File: src/rtl/htar9_mc.sv
// htar9_mc: parametrised multicycle htar9 core with req/ack instruction and data memory ports.
// Optional feature: define HTAR9_MC_PREFETCH_EN for a one-entry instruction prefetch during EXEC.
module htar9_mc #(
    parameter int DW  = 8,
    parameter int IW  = 16,
    parameter int RAW = 3,
    parameter int CW  = 32
) (
    input  logic          clk,
    input  logic          reset_n,
    input  logic          init,
    output logic          done,
    output logic          imem_req,
    output logic [IW-1:0] imem_addr,
    input  logic          imem_ack,
    input  logic [8:0]    imem_rdata,
    output logic          dmem_req,
    output logic          dmem_we,
    output logic [DW-1:0] dmem_addr,
    output logic [DW-1:0] dmem_wdata,
    input  logic          dmem_ack,
    input  logic [DW-1:0] dmem_rdata,
    output logic [CW-1:0] cycle_count
);
    localparam int NREG = 2**RAW;

    typedef enum logic [2:0] {
        ALU_ADD, ALU_SUB, ALU_AND, ALU_PASS_A, ALU_PASS_B
    } alu_op_code;

    // Instruction word: IR[8:6] opcode, IR[5:0] immediate / offset / sub-op + register field.
    typedef enum logic [2:0] {
        OP_ADDI = 3'd0,
        OP_ANDI = 3'd1,
        OP_REG  = 3'd2,
        OP_LD   = 3'd3,
        OP_ST   = 3'd4,
        OP_JR   = 3'd5,
        OP_BNZ  = 3'd6,
        OP_SYS  = 3'd7
    } opcode_t;

    typedef enum logic [2:0] {
        S_IDLE, S_FETCH, S_EXEC, S_MEM, S_DONE
    } state_t;

    state_t         state;
    state_t         state_nxt;
    logic [IW-1:0]  pc;
    logic [8:0]     ir;
    logic           cc;
    logic [DW-1:0]  rf [NREG];
    logic [DW-1:0]  mem_addr_q;
    logic [DW-1:0]  mem_wdata_q;
    logic           mem_we_q;

    opcode_t        op;
    logic [RAW-1:0] reg_sel;
    alu_op_code     alu_op;
    logic           use_reg;
    logic           wb_acc;
    logic           wb_reg;
    logic           is_mem;
    logic           is_halt;
    logic           jump_abs;
    logic           jump_rel;
    logic           jump_taken;

    logic [DW-1:0]  opa;
    logic [DW-1:0]  opb;
    logic [DW-1:0]  alu_y;
    logic           alu_cc;

    logic [IW-1:0]  pc_inc;
    logic [IW-1:0]  rel_off;
    logic [IW-1:0]  pc_exec;
    logic           pf_req;
    logic           pf_hit;

    assign op      = opcode_t'(ir[8:6]);
    assign reg_sel = {RAW{1'b1}} - ir[RAW-1:0];

    // NOTE: every output of a combinational block gets a default first, so no path infers a latch.
    always_comb begin
        alu_op   = ALU_PASS_A;
        use_reg  = 1'b0;
        wb_acc   = 1'b0;
        wb_reg   = 1'b0;
        is_mem   = 1'b0;
        is_halt  = 1'b0;
        jump_abs = 1'b0;
        jump_rel = 1'b0;
        case (op)
            OP_ADDI: begin
                alu_op = ALU_ADD;
                wb_acc = 1'b1;
            end
            OP_ANDI: begin
                alu_op = ALU_AND;
                wb_acc = 1'b1;
            end
            OP_REG: begin
                use_reg = 1'b1;
                case (ir[5:4])
                    2'b00: begin alu_op = ALU_ADD;    wb_acc = 1'b1; end
                    2'b01: begin alu_op = ALU_SUB;    wb_acc = 1'b1; end
                    2'b10: begin alu_op = ALU_PASS_A; wb_reg = 1'b1; end
                    2'b11: begin alu_op = ALU_PASS_B; wb_acc = 1'b1; end
                endcase
            end
            OP_LD: begin
                alu_op = ALU_PASS_A;
                is_mem = 1'b1;
            end
            OP_ST: begin
                alu_op = ALU_PASS_B;
                is_mem = 1'b1;
            end
            OP_JR:  jump_rel = 1'b1;
            OP_BNZ: jump_rel = !cc;
            OP_SYS: begin
                if (ir[5]) is_halt  = 1'b1;
                else       jump_abs = 1'b1;
            end
            default: ;
        endcase
    end

    assign jump_taken = jump_abs || jump_rel;

    assign opa = rf[0];
    assign opb = use_reg ? rf[reg_sel] : DW'(ir[5:0]);

    // NOTE: blocking assignments in combinational logic; alu_y is read back below to form the flag.
    always_comb begin
        case (alu_op)
            ALU_ADD:    alu_y = opa + opb;
            ALU_SUB:    alu_y = opa - opb;
            ALU_AND:    alu_y = opa & opb;
            ALU_PASS_A: alu_y = opa;
            ALU_PASS_B: alu_y = opb;
            default:    alu_y = '0;
        endcase
        alu_cc = (alu_op inside {ALU_ADD, ALU_SUB, ALU_AND}) ? (alu_y == '0) : cc;
    end

    assign pc_inc  = pc + IW'(1);
    assign rel_off = {{(IW-6){ir[5]}}, ir[5:0]};

    always_comb begin
        if (jump_abs)      pc_exec = IW'(alu_y);
        else if (jump_rel) pc_exec = pc + rel_off;
        else               pc_exec = pc_inc;
    end

`ifdef HTAR9_MC_PREFETCH_EN
    assign pf_req = (state == S_EXEC) && !is_mem && !is_halt && !jump_taken;
`else
    assign pf_req = 1'b0;
`endif
    assign pf_hit = pf_req && imem_ack;

    always_ff @(posedge clk or negedge reset_n) begin
        if (!reset_n) state <= S_IDLE;
        else          state <= state_nxt;
    end

    always_comb begin
        state_nxt = state;
        case (state)
            S_IDLE, S_DONE: if (init) state_nxt = S_FETCH;
            S_FETCH:        if (imem_ack) state_nxt = S_EXEC;
            S_EXEC: begin
                if (is_mem)       state_nxt = S_MEM;
                else if (is_halt) state_nxt = S_DONE;
                else if (pf_hit)  state_nxt = S_EXEC;
                else              state_nxt = S_FETCH;
            end
            S_MEM:          if (dmem_ack) state_nxt = S_FETCH;
            default:        state_nxt = S_IDLE;
        endcase
    end

    always_comb begin
        done      = (state == S_DONE);
        imem_req  = (state == S_FETCH) || pf_req;
        imem_addr = pf_req ? pc_inc : pc;
        dmem_req  = (state == S_MEM);
        dmem_we   = (state == S_MEM) && mem_we_q;
    end

    assign dmem_addr  = mem_addr_q;
    assign dmem_wdata = mem_wdata_q;

    // NOTE: the register file is small and architecturally reset to zero, so it sits in the reset branch.
    always_ff @(posedge clk or negedge reset_n) begin
        if (!reset_n) begin
            pc          <= '0;
            ir          <= '0;
            cc          <= 1'b0;
            mem_addr_q  <= '0;
            mem_wdata_q <= '0;
            mem_we_q    <= 1'b0;
            cycle_count <= '0;
            for (int i = 0; i < NREG; i++) rf[i] <= '0;
        end else begin
            case (state)
                S_IDLE, S_DONE: begin
                    if (init) begin
                        pc          <= '0;
                        cc          <= 1'b0;
                        cycle_count <= '0;
                    end
                end
                S_FETCH: begin
                    if (imem_ack) ir <= imem_rdata;
                end
                S_EXEC: begin
                    cc <= alu_cc;
                    if (is_mem) begin
                        mem_addr_q  <= alu_y;
                        mem_wdata_q <= rf[0];
                        mem_we_q    <= (op == OP_ST);
                    end else begin
                        pc <= pc_exec;
                        if (wb_acc) rf[0]       <= alu_y;
                        if (wb_reg) rf[reg_sel] <= alu_y;
                        if (pf_hit) ir          <= imem_rdata;
                    end
                end
                S_MEM: begin
                    if (dmem_ack) begin
                        pc <= pc_inc;
                        if (!mem_we_q) rf[reg_sel] <= dmem_rdata;
                    end
                end
                default: ;
            endcase
            if ((state inside {S_FETCH, S_EXEC, S_MEM}) && (cycle_count != '1))
                cycle_count <= cycle_count + 1'b1;
        end
    end

endmodule

File: config.mk
export PLATFORM = sky130hd
export DESIGN_NAME = htar9_mc
export DESIGN_NICKNAME = d
export VERILOG_FILES = /design/src/rtl/htar9_mc.sv
export SDC_FILE = /design/constraint.sdc
export NUM_CORES = 1
export LEC_CHECK = 0
export CORE_UTILIZATION = 60
export CTS_CLUSTER_SIZE = 30
export DETAILED_ROUTE_END_ITERATION = 8
export PLACE_DENSITY_LB_ADDON = 0.12
export SYNTH_ARGS = -nofsm -noshare
export SYNTH_HDL_FRONTEND = slang
export SYNTH_SLANG_ARGS = --single-unit
File: constraint.sdc
create_clock -name clk -period 8.75 [get_ports clk]
set_input_delay 2.625 -clock clk [delete_from_list [all_inputs] [get_ports clk]]
set_output_delay 2.625 -clock clk [all_outputs]
set_load 0.03 [all_outputs]
Word level (Yosys, flattened, before mapping)

Cells that the tools add are included.

Bits in registers: 142
Input bits: 22
Output and inout bits: 68

Add/subtract/negate cells: 6
Magnitude comparators: 2
Equal/unequal tests: 26
Multiplexer cells: 48
Bitwise operators: 2
Reductions and logical operators: 28

Operators with widths:

| kind                                                                   | count |
|---|---|
| 64-bit 2-to-1 mux                                                      | 4 |
| 64-bit bitwise mux                                                     | 2 |
| 64-bit case mux with 2 select lines                                    | 1 |
| 32-bit 2-to-1 mux                                                      | 3 |
| 16-bit 2-to-1 mux                                                      | 5 |
| 8-bit 2-to-1 mux                                                       | 7 |
| 16-bit case mux with 3 select lines                                    | 1 |
| 8-bit case mux with 5 select lines                                     | 1 |
| 3-bit case mux with 4 select lines                                     | 3 |
| 32-bit by 1-bit adder with 32-bit output (second input constant)       | 1 |
| 32-bit inequality test (second input constant)                         | 1 |
| 8-bit binary-select mux with 3-bit select                              | 1 |
| 8-bit demux with 3-bit select                                          | 1 |
| 3-bit by 2-bit equality test with 1-bit output (second input constant) | 6 |
| 3-bit equality test (second input constant)                            | 6 |
| 16-bit by 1-bit adder with 16-bit output (second input constant)       | 1 |
| 16-bit adder                                                           | 1 |
| 3-bit 2-to-1 mux                                                       | 5 |
| 1-bit 2-to-1 mux                                                       | 11 |
| 2-bit inequality test (second input constant)                          | 5 |
| 3-bit by 1-bit equality test with 1-bit output (second input constant) | 3 |
| 3-bit zero test                                                        | 3 |
| 3-bit nonzero test                                                     | 3 |
| 8-bit adder                                                            | 1 |
| other kinds (21)                                                       | 36 |

Longest topological paths before layout

Gate-level depths: netlist of run 1.

Word-level depth: 15
Gate-level depth with buffers: 19
Gate-level depth less buffers: 17

Worst setup path after synthesis of run 1

Ideal clock, no wire load.

Path kind: input to register
Start: input port init
End: register pc[15] (netlist: imem_addr[15])
Data arrival time: 4.280 ns
Data required time: 8.630 ns
Setup slack: 4.349 ns
Cell stages on the path: 8
Cell sequence: or3b_2 o21ai_1 and2_1 clkbuf_1 o21ai_0 a211oi_1 nand4b_1 o211a_1

Word-level cells in the longest chain between the ends: 2

RTL lines:

| what                            | line | RTL |
|---|---|---|
| start, declared                 | 11   | `input logic init,` |
| 2-bit inequality test (no line) | n/a  |  |
| 4-bit AND reduction (no line)   | n/a  |  |
| end signal, assigned            | 225  | `pc <= pc_exec;` |
| end signal, assigned            | 233  | `pc <= pc_inc;` |
| end, declared                   | 49   | `logic [IW-1:0] pc;` |

No other way between the ends.
A chain may end at the register's enable or synchronous reset.

Worst setup path after layout of run 1

Start: register state[1]
End: output port dmem_req

Word-level cells in the longest chain between the ends: 1

RTL lines:

| what                                           | line | RTL |
|---|---|---|
| start, declared                                | 47   | `state_t state;` |
| start signal, assigned                         | 165  | `else state <= state_nxt;` |
| 3-bit by 2-bit equality test with 1-bit output | 188  | `dmem_req = (state == S_MEM);` |
| end, declared                                  | 17   | `output logic dmem_req,` |

No other way between the ends.

==> results of run 1 <==
synthesized netlist by cell type, types with 5 or more instances:
cell	count
a211oi_1	5
a21o_1	11
a21oi_1	50
a221oi_1	6
a22o_1	12
a31oi_1	11
and2_1	7
and3_1	20
buf_2	14
clkbuf_1	19
dfrtp_1	142
ha_1	29
inv_1	16
mux2_2	73
mux2i_1	16
nand2_1	93
nand3_1	30
nand3b_1	9
nand4_1	14
nor2_1	73
nor2b_1	9
nor3_1	14
nor3b_1	6
o211ai_1	8
o21a_1	9
o21ai_0	84
o21ai_1	7
o31ai_1	9
xnor2_1	15
xor2_1	15
worst paths after layout:
| path | startpoint | end | slack (ns) | cells after the start |
|---|---|---|---|---|
| min in group asynchronous | reset_n | imem_addr[9]$_DFFE_PN0P_ | 2.21 | 1 |
| worst max register to register | ir[2]$_DFFE_PN0P_ | rf[22]$_DFFE_PN0P_ | 3.55 | 15 |
| max in group asynchronous | reset_n | opa[4]$_DFFE_PN0P_ | 5.14 | 2 |
| worst max-delay path | state[1]$_DFFE_PN0P_ | dmem_req | 3.35 | 4 |
| worst min-delay path | dmem_addr[3]$_DFFE_PN0P_ | dmem_addr[3]$_DFFE_PN0P_ | 0.48 | 2 |
| worst min register to register | dmem_addr[3]$_DFFE_PN0P_ | dmem_addr[3]$_DFFE_PN0P_ | 0.48 | 2 |
sequential cells by signal (all words and copies together) (netlist names):
register and cells:
mem_we_q 1, opa 8, cycle_count 32, dmem_wdata 8, rf 56, dmem_addr 8
ir 9, cc 1, state 3, imem_addr 16
stage by stage:
stage	cells	setup WS, ns
2_1_floorplan	926	4.349
3_3_place_gp	1167	3.360
6_report	1198	3.350
3_5_place_dp	1167	3.264
5_1_grt	1198	3.213
4_1_cts	1198	3.376
worst max-delay path, delay by kind of cell (launching register included):
| family | cells | cell delay (ns) |
|---|---|---|
| buffers and inverters | 2 | 1.31 |
| and+or+nand+nor | 2 | 0.52 |
| DFF | 1 | 0.51 |
layer usage:
| layer | global-route usage (%) | share of wire [%] | vias to the layer above |
|---|---|---|---|
| met3 | 5.266 | 5.6 | 39 |
| met4 | 12.28 | 2.1 | 0 |
| met5 | 0 | 0 | - |
| met2 | 47.36 | 47 | 286 |
| met1 | 43.45 | 45 | 3704 |
| li1 | - | - | 3600 |
layout make-up:
class	instances	area (um2)	area share [%]
multi-input combinational	724	5085	48.50
sequential	142	3553	33.89
timing repair buffer	98	959.7	9.154
clock buffer	22	474.2	4.523
tap	184	230.2	2.196
clock inverter	9	110.1	1.050
inverter	19	71.32	0.6803
cells by family (layout without fill, tap and decap cells):
| group | after synthesis | after routing | share of synthesized area (%) |
|---|---|---|---|
| AO/OA/AOI/OAI | 261 | 261 | 19.71 |
| adder cells (fa/ha/maj) | 31 | 31 | 4.518 |
| XOR/XNOR | 31 | 31 | 3.199 |
| AND/OR/NAND/NOR | 307 | 307 | 17.16 |
| flip-flops | 142 | 142 | 39.85 |
| buffers and inverters | 60 | 148 | 3.241 |
| multiplexers | 94 | 94 | 12.32 |
power groups by stage:
stage	registers (mW)	logic, mW	clock network [mW]
after CTS	1.12	2.34	0.731
after global routing	1.17	2.57	0.757
final	1.13	2.37	0.722
after global placement	1.12	2.27	0
after floorplan	1.16	1.66	0
after detailed placement	1.13	2.30	0
==> key figures, run 1 <==
Worst setup path
  – Worst EP required: 6.12 ns
  – CP cell instances: nor2b_1, nand2_1, clkinv_1, clkdlybuf4s50_1
  – CP peak stage delay: around 0.76 ns
  – CP max stage cell: clkdlybuf4s50_1
  – CP Capture Type: output pin
  – CP max FO: 17
  – Crit Path Category: flop to output pin
  – CP startpoint kind: flop
  – Data arrival, critical path: roughly 2.8 ns

Floorplan
  – Num ports: 90
  – DIE WIDTH: about 120 um
  – Core box area: about 15,000 um2
  – Row count: 44
  – DIE HEIGHT: between 100 and 150 um
  – Die Footprint: approximately 15,000 um2
  – Initial Utilization: between 60% and 70%

Synthesis
  – Cells after Synth: 926
  – Top post-synthesis cells by area: dfrtp_1 (40%), mux2_2 (9.2%), o21ai_0 (4.7%), ha_1 (4.1%), nand2_1 (3.9%)
  – Synth cell types: 85
  – Yosys warnings: 0
  – Number of enable flip-flop cells after synthesis: 0
  – Register area share after synthesis: 39.85%
  – Post-synth top area cell: dfrtp_1
  – Post-synthesis async set-or-reset flop share: between 90% and 100%
  – Syn Nets: a little under 1,000
  – Number of synthesized register bits: ~140
  – Synthesized area: slightly below 9000 um2
  – Synth Flop Type: dfrtp_1
  – Mapped Avg Cell Area: 9.630 um2
  – Top cell type's share of synthesized area: 39.85%

Timing
  – Fin. Hold Viols: 0
  – Tmin final: ~5.4 ns
  – Final clock skew: between 0.005 and 0.006 ns
  – Tcrit/Tclk final: between 60 and 70%
  – Slew @ Worst Pin: ~0.95 ns
  – Fmax achieved: 185.2 MHz
  – Slew headroom: a little over a third
  – Max Slew Vio Count: 0
  – Final Setup Violations: 0
  – Fin Hold WS: 0.4773 ns
  – TNS Setup: 0 ns
  – Unrepaired setup endpoints after global routing: false

Placed design
  – Detail Placement HPWL: approximately 16,000 um
  – DP Area: between 9000 and 10,000 um2
  – IO Port Bufs: ~90
  – Final GP Congestion: approximately 0.93

Job
  – Max-cap violation count: 0

Detailed routing
  – Vias/cell: ~6.4
  – DR DRC count: 0
  – DRT antenna net count: 0
  – Via count: roughly 7,600
  – Iter 0 DRT Violations: between 700 and 800
  – Drt wl/cell: roughly 19 um
  – DRT Wirelength: approximately 23,000 um
  – Detailed Routing Iterations Pass 1: 5

CTS
  – CTS Buf Count: 17
  – H-Tree Depth: 4
  – CTS sink cnt: between 100 and 150
  – Clk pin slew, worst setup/hold paths: around 0.06 ns
  – Post-cts gate resize count: 0
  – Post-CTS Hold Fix Bufs: 0
  – CTS tree: done
  – Clock Latency Late Sink: 0.43 ns
  – Clock Tree Buf Depth: 2
  – Root Buffer: clkbuf_16
  – Setup bufs post-CTS: 0

Layout
  – Filler cells: approximately 1,100
  – Diodes inserted: 0
  – Most frequent cells in the layout: dfrtp_1 (142), nand2_1 (93), clkdlybuf4s50_1 (88)
  – Commonest non-fill, non-tap cell in the layout: dfrtp_1
  – Area Growth Syn to Fin: 17.57%
  – Cell area after layout: 10,480 um2
  – Final core occ: between 70% and 80%
  – Nets@finish: around 1,100
  – Share of cells above drive strength 1: between 10 and 15%

Global route
  – Largest net degree at the start of global routing: between 70 and 80
  – First-pass GRT wire length: ~36,000 um
  – Vias in the first global route: 6,994
  – Antenna violations before repair: 0
  – Total congestion overflow: 0
  – Total GRT Usage: 30.83%

Pwr
  – Worst vdd ir: between 200 and 250 uV
  – Sw Share: a little under half
  – Psw: 1.960 mW
  – Clk network pwr share: 17.1%
  – Power per cell area: ~400 nW/um2
  – Sequential share of power: 26.8%
  – Comb pwr share: 56.1%
  – Total power: ~4.2 mW
  – Internal Power: around 2.3 mW
  – LEAKAGE: around 4.6 nW

Min path
  – Worst min-delay path class: flop to flop

Run status
  – Status: finished, final reports clean
Note: power is estimated with default switching activity, not from simulation.
==> run 2: changes to the inputs <==
--- a/config.mk
+++ b/config.mk
@@ -5,7 +5,7 @@
 export SDC_FILE = /design/constraint.sdc
 export NUM_CORES = 1
 export LEC_CHECK = 0
-export CORE_UTILIZATION = 60
+export CORE_UTILIZATION = 58
 export CTS_CLUSTER_SIZE = 30
 export DETAILED_ROUTE_END_ITERATION = 8
 export PLACE_DENSITY_LB_ADDON = 0.12
==> constraint.sdc (replaced) <==
create_clock -name clk -period 5 [get_ports clk]
set_input_delay 1.5 -clock clk [delete_from_list [all_inputs] [get_ports clk]]
set_output_delay 1.5 -clock clk [all_outputs]
set_load 0.03 [all_outputs]
==> key figures, run 2 (synthesis gave the netlist of run 1 again) <==
Global route
  – Total congestion overflow: 0
  – First-pass GRT wire length: about 39,000 um
  – Total GRT Usage: a little under a third
  – Antenna violations before repair: 0
  – Vias in the first global route: 7,465
  – Largest net degree at the start of global routing: 91

Floorplan
  – Core box area: 14,750 um2
  – DIE HEIGHT: between 100 and 150 um
  – Row count: 44
  – Die Footprint: roughly 16,000 um2
  – Num ports: 90
  – Initial Utilization: 60.44%
  – DIE WIDTH: approximately 130 um

Worst setup path
  – Worst path top cell family by delay: compound AO/OA/AOI/OAI gates
  – Launch point of the worst reg-to-reg path: ir[2]$_DFFE_PN0P_
  – CP Capture Type: flop
  – Worst EP required: ~5.3 ns
  – CP cell instances: buf_4, mux2i_1, o2bb2ai_1, a211oi_2, inv_1, nor2_1, a21oi_1, xnor2_1, ha_1, and3_1, a21oi_1, nand3b_1, xnor2_1, nor2_1, a221oi_4, o21ai_2, mux2_2
  – Crit Path Category: flop to flop
  – CP peak stage delay: about 0.8 ns
  – Data arrival, critical path: roughly 4.8 ns
  – CP startpoint kind: flop
  – Critical R2R Capture: rf[21]$_DFFE_PN0P_
  – Worst R2R Setup Slack: approximately 0.51 ns
  – Worst Reg-to-Reg Cells: 17
  – CP max FO: 18
  – CP bufs+invs: 2
  – CP max stage cell: dfrtp_1

CTS
  – Clk pin slew, worst setup/hold paths: approximately 0.06 ns
  – CTS sink cnt: 142
  – Post-cts gate resize count: 0
  – CTS Buf Count: 17
  – Root Buffer: clkbuf_16
  – Clock Tree Buf Depth: 2
  – Clock Latency Late Sink: roughly 0.43 ns
  – CTS tree: done
  – Post-CTS Hold Fix Bufs: 0
  – H-Tree Depth: 4
  – Setup bufs post-CTS: 0

Timing
  – Max Slew Vio Count: 0
  – TNS Setup: 0 ns
  – Fin Hold WS: around 0.48 ns
  – Tmin final: roughly 4.5 ns
  – Fmax achieved: 222.5 MHz
  – Unrepaired setup endpoints after global routing: false
  – Final clock skew: between 0.007 and 0.008 ns
  – Slew headroom: between 30% and 40%
  – Final worst slack: ~0.5 ns
  – Final Setup Violations: 0
  – Fin. Hold Viols: 0
  – Tcrit/Tclk final: around nine tenths
  – Slew @ Worst Pin: about 1.0 ns

Layout
  – Nets@finish: roughly 1,100
  – Area Growth Syn to Fin: 18.89%
  – Commonest non-fill, non-tap cell in the layout: dfrtp_1
  – Finished Layout Cells: approximately 1,200
  – Diodes inserted: 0
  – Share of cells above drive strength 1: between 10% and 20%
  – Top reg by flops: rf
  – Final core occ: a little under three quarters
  – Most frequent cells in the layout: dfrtp_1 (142), nand2_1 (93), clkdlybuf4s50_1 (88)
  – Cell area after layout: about 11,000 um2
  – Number of flip-flops in the largest register: 56

Min path
  – Hold endpoint: dmem_addr[6]$_DFFE_PN0P_
  – Hold path start: dmem_addr[6]$_DFFE_PN0P_
  – Worst min-delay path class: flop to flop
  – Hold path cells: 2

Detailed routing
  – DRT antenna net count: 0
  – Via count: between 7,000 and 8,000
  – Detailed Routing Iterations Pass 1: 5
  – Iter 0 DRT Violations: between 600 and 700
  – Drt wl/cell: 19.40 um
  – Vias/cell: about 6.4
  – DRT Wirelength: ~24,000 um
  – DR DRC count: 0

Placed design
  – Worst slack, placed: approximately 0.64 ns
  – DP Area: between 10,000 and 15,000 um2
  – Post-placement cell count: 1,182
  – Detail Placement HPWL: 16,440 um
  – IO Port Bufs: 89
  – Final GP Congestion: between 0.9 and 1

Pwr
  – LEAKAGE: 4.706 nW
  – Power per cell area: 705.1 nW/um2
  – Worst vdd ir: 395.2 uV
  – Total power: about 7.5 mW

Run status
  – Status: finished, final reports clean

Job
  – Max-cap violation count: 0
[run 2: cell count changes in the layout (fill, tap and decap cells not counted)]
cell | previous run | this run
clkbuf_8 | 3 | 4
buf_4 | 9 | 23
clkinv_4 | 1 | 3
a31oi_2 | 1 | 2
buf_12 | 0 | 1
a31oi_1 | 11 | 10
clkinvlp_4 | 3 | 1
bufinv_16 | 2 | 1
[run 2: tightest hold or removal path, delay by kind of cell (launching register included)]
family	cells	cell delay [ns]
flip-flops	1	0.34
AND/OR/NAND/NOR	1	0.05
AO/OA/AOI/OAI	1	0.06
[run 2: power by group]
group / internal (mW) / leakage (nW) / total [mW] / switching [mW]
Sequential: 1.52 / 1.92 / 1.94 / 0.420
Clock: 0.736 / 0.280 / 1.22 / 0.489
Combinational: 1.78 / 2.51 / 4.31 / 2.53
Total: 4.03 / 4.71 / 7.47 / 3.44
[run 2: worst max-delay path by stage]
| stage | start | endpoint | depth (start not counted) |
|---|---|---|---|
| finish | ir[2]$_DFFE_PN0P_ | rf[21]$_DFFE_PN0P_ | 17 |
| global route | ir[2]$_DFFE_PN0P_ | cc$_DFFE_PN0P_ | 17 |
| CTS | ir[2]$_DFFE_PN0P_ | rf[21]$_DFFE_PN0P_ | 17 |
| detailed placement | init | imem_addr[15]$_DFFE_PN0P_ | 8 |
| global placement | init | imem_addr[15]$_DFFE_PN0P_ | 8 |
| floorplan | ir[5]$_DFFE_PN0P_ | rf[14]$_DFFE_PN0P_ | 15 |
[run 2: per-layer routing]
metal / global-route usage (%) / vias up / wire length, um
li1: - / 3620 / -
met1: 43.51 / 3814 / 10590
met2: 48.33 / 291 / 10780
met3: 5.947 / 44 / 1596
met4: 10.91 / 0 / 567
met5: 0 / - / 0
[run 2: cell type report]
cell class | instances | area (um2)
Clock buffer | 23 | 488.0
Clock inverter | 8 | 82.58
Fill cell | 1140 | 4153
Inverter | 19 | 71.32
Multi-Input combinational cell | 724 | 5091
Sequential cell | 142 | 3553
Tap cell | 184 | 230.2
Timing Repair Buffer | 113 | 1085
==> run 3: changes to the inputs <==
--- a/config.mk
+++ b/config.mk
@@ -5,6 +5,7 @@
 export SDC_FILE = /design/constraint.sdc
 export NUM_CORES = 1
 export LEC_CHECK = 0
+export CORE_MARGIN = 4
 export CORE_UTILIZATION = 58
 export CTS_CLUSTER_SIZE = 30
 export DETAILED_ROUTE_END_ITERATION = 8
==> key figures, run 3 (synthesis gave the netlist of run 1 again) <==
Timing
  – Slew @ Worst Pin: ~1.1 ns
  – TNS Setup: 0 ns
  – Tmin final: around 4.5 ns
  – Fin Hold WS: roughly 0.47 ns
  – Fmax achieved: about 220 MHz
  – Final Setup Violations: 0
  – Unrepaired setup endpoints after global routing: false
  – Tcrit/Tclk final: approximately nine tenths
  – Fin. Hold Viols: 0
  – Max Slew Vio Count: 0
  – Slew headroom: around 28%
  – Final clock skew: between 0.01 and 0.015 ns

Global route
  – Largest net degree at the start of global routing: 97
  – First-pass GRT wire length: 39,150 um
  – Vias in the first global route: roughly 7,500
  – Total GRT Usage: between 20% and 30%
  – Antenna violations before repair: 0
  – Total congestion overflow: 0

Worst setup path
  – Crit Path Category: flop to flop
  – CP Capture Type: flop
  – Worst EP required: 5.37 ns
  – Worst R2R Setup Slack: between 0.5 and 0.6 ns
  – CP max FO: 20
  – Data arrival, critical path: between 4 and 5 ns
  – CP startpoint kind: flop

Placed design
  – Final GP Congestion: 0.9863
  – IO Port Bufs: 89
  – Detail Placement HPWL: roughly 17,000 um

Detailed routing
  – DRT Wirelength: 24,010 um
  – Iter 0 DRT Violations: roughly 800
  – Via count: around 7,700
  – DR DRC count: 0
  – Vias/cell: around 6.3
  – Drt wl/cell: ~20 um
  – Detailed Routing Iterations Pass 1: 5
  – DRT antenna net count: 0

CTS
  – Post-CTS Hold Fix Bufs: 0
  – Clock Latency Late Sink: 0.43 ns
  – Clk pin slew, worst setup/hold paths: around 0.06 ns
  – Post-cts gate resize count: 0
  – Clock Tree Buf Depth: 2
  – Setup bufs post-CTS: 0
  – CTS tree: done
  – Root Buffer: clkbuf_16
  – CTS Buf Count: 17
  – H-Tree Depth: 4
  – CTS sink cnt: 142

Floorplan
  – Num ports: 90
  – Die Footprint: ~17,000 um2
  – Core box area: between 15,000 and 20,000 um2
  – Initial Utilization: about three fifths
  – DIE HEIGHT: between 100 and 150 um
  – Row count: 45
  – DIE WIDTH: approximately 130 um

Layout
  – Commonest non-fill, non-tap cell in the layout: dfrtp_1
  – Share of cells above drive strength 1: 15.74%
  – Total area of sequential cells: between 3000 and 4000 um2
  – Nets@finish: ~1,100
  – Top reg by flops: rf
  – Most frequent cells in the layout: dfrtp_1 (142), nand2_1 (93), clkdlybuf4s50_1 (88)
  – Area of the multi-input gates: 5085 um2
  – Area Growth Syn to Fin: 19.62%
  – Number of flip-flops in the largest register: 56
  – Filler cells: roughly 1,200
  – Diodes inserted: 0

Min path
  – Worst min-delay path class: flop to flop

Pwr
  – Power per cell area: slightly above 700 nW/um2
  – Worst vdd ir: 422.0 uV
  – LEAKAGE: approximately 4.7 nW
  – Total power: 7.660 mW

Run status
  – Status: finished, final reports clean

Job
  – Max-cap violation count: 0
## run 3: power by group
part	internal [mW]	switching (mW)	total (mW)	leakage, nW
sequential	1.51	0.437	1.95	1.92
combinational	1.77	2.52	4.29	2.51
clock	0.902	0.513	1.42	0.315
## run 3: final timing paths
check	cells after the start	to	start
setup / recovery	15	rf[27]$_DFFE_PN0P_	ir[7]$_DFFE_PN0P_
hold / removal	2	dmem_wdata[1]$_DFFE_PN0P_	dmem_wdata[1]$_DFFE_PN0P_
setup reg to reg	15	rf[27]$_DFFE_PN0P_	ir[7]$_DFFE_PN0P_
hold reg to reg	2	dmem_wdata[1]$_DFFE_PN0P_	dmem_wdata[1]$_DFFE_PN0P_
max in group asynchronous	2	imem_addr[7]$_DFFE_PN0P_	reset_n
min in group asynchronous	1	imem_addr[9]$_DFFE_PN0P_	reset_n
## run 3: worst max-delay path, stage by stage (launching register included)
cell and delay (ns):
dfrtp_1 0.65, or3b_1 0.49, a2111oi_0 0.50, a211oi_2 0.13
ha_1 0.31, nor2_1 0.04, a21oi_1 0.23, inv_1 0.08
ha_1 0.26, nor2b_1 0.14, o21a_1 0.18, o21a_1 0.16
nor3_1 0.32, a221oi_2 0.07, o21ai_1 0.55, mux2_2 0.28
## run 3: final cells by class
cell class | instances | area share, %
Clock inverter | 12 | 1.935
Inverter | 19 | 0.6686
Tap cell | 188 | 2.205
Clock buffer | 19 | 4.152
Multi-Input combinational cell | 724 | 47.67
Sequential cell | 142 | 33.31
Timing Repair Buffer | 113 | 10.05
## run 3: layer usage
metal	GRT usage, %	up-vias	part of all wire [%]
met5	0	-	0
met4	7.176	0	1.6
met3	5.496	36	6.1
met2	43.64	280	47
met1	39.36	3754	45
li1	-	3606	-
## run 3: stage by stage
step / area, um2 / utilization (%) / cells / setup slack, ns
2_1_floorplan: 8917 / - / 926 / 1.070
3_3_place_gp: 10020 / 66.14 / 1186 / 0.7154
3_5_place_dp: 10020 / 66.14 / 1186 / 0.6289
4_1_cts: 10670 / 70.43 / 1217 / 0.5930
5_1_grt: 10670 / 70.43 / 1217 / 0.1916
6_report: 10670 / 70.43 / 1217 / 0.5349
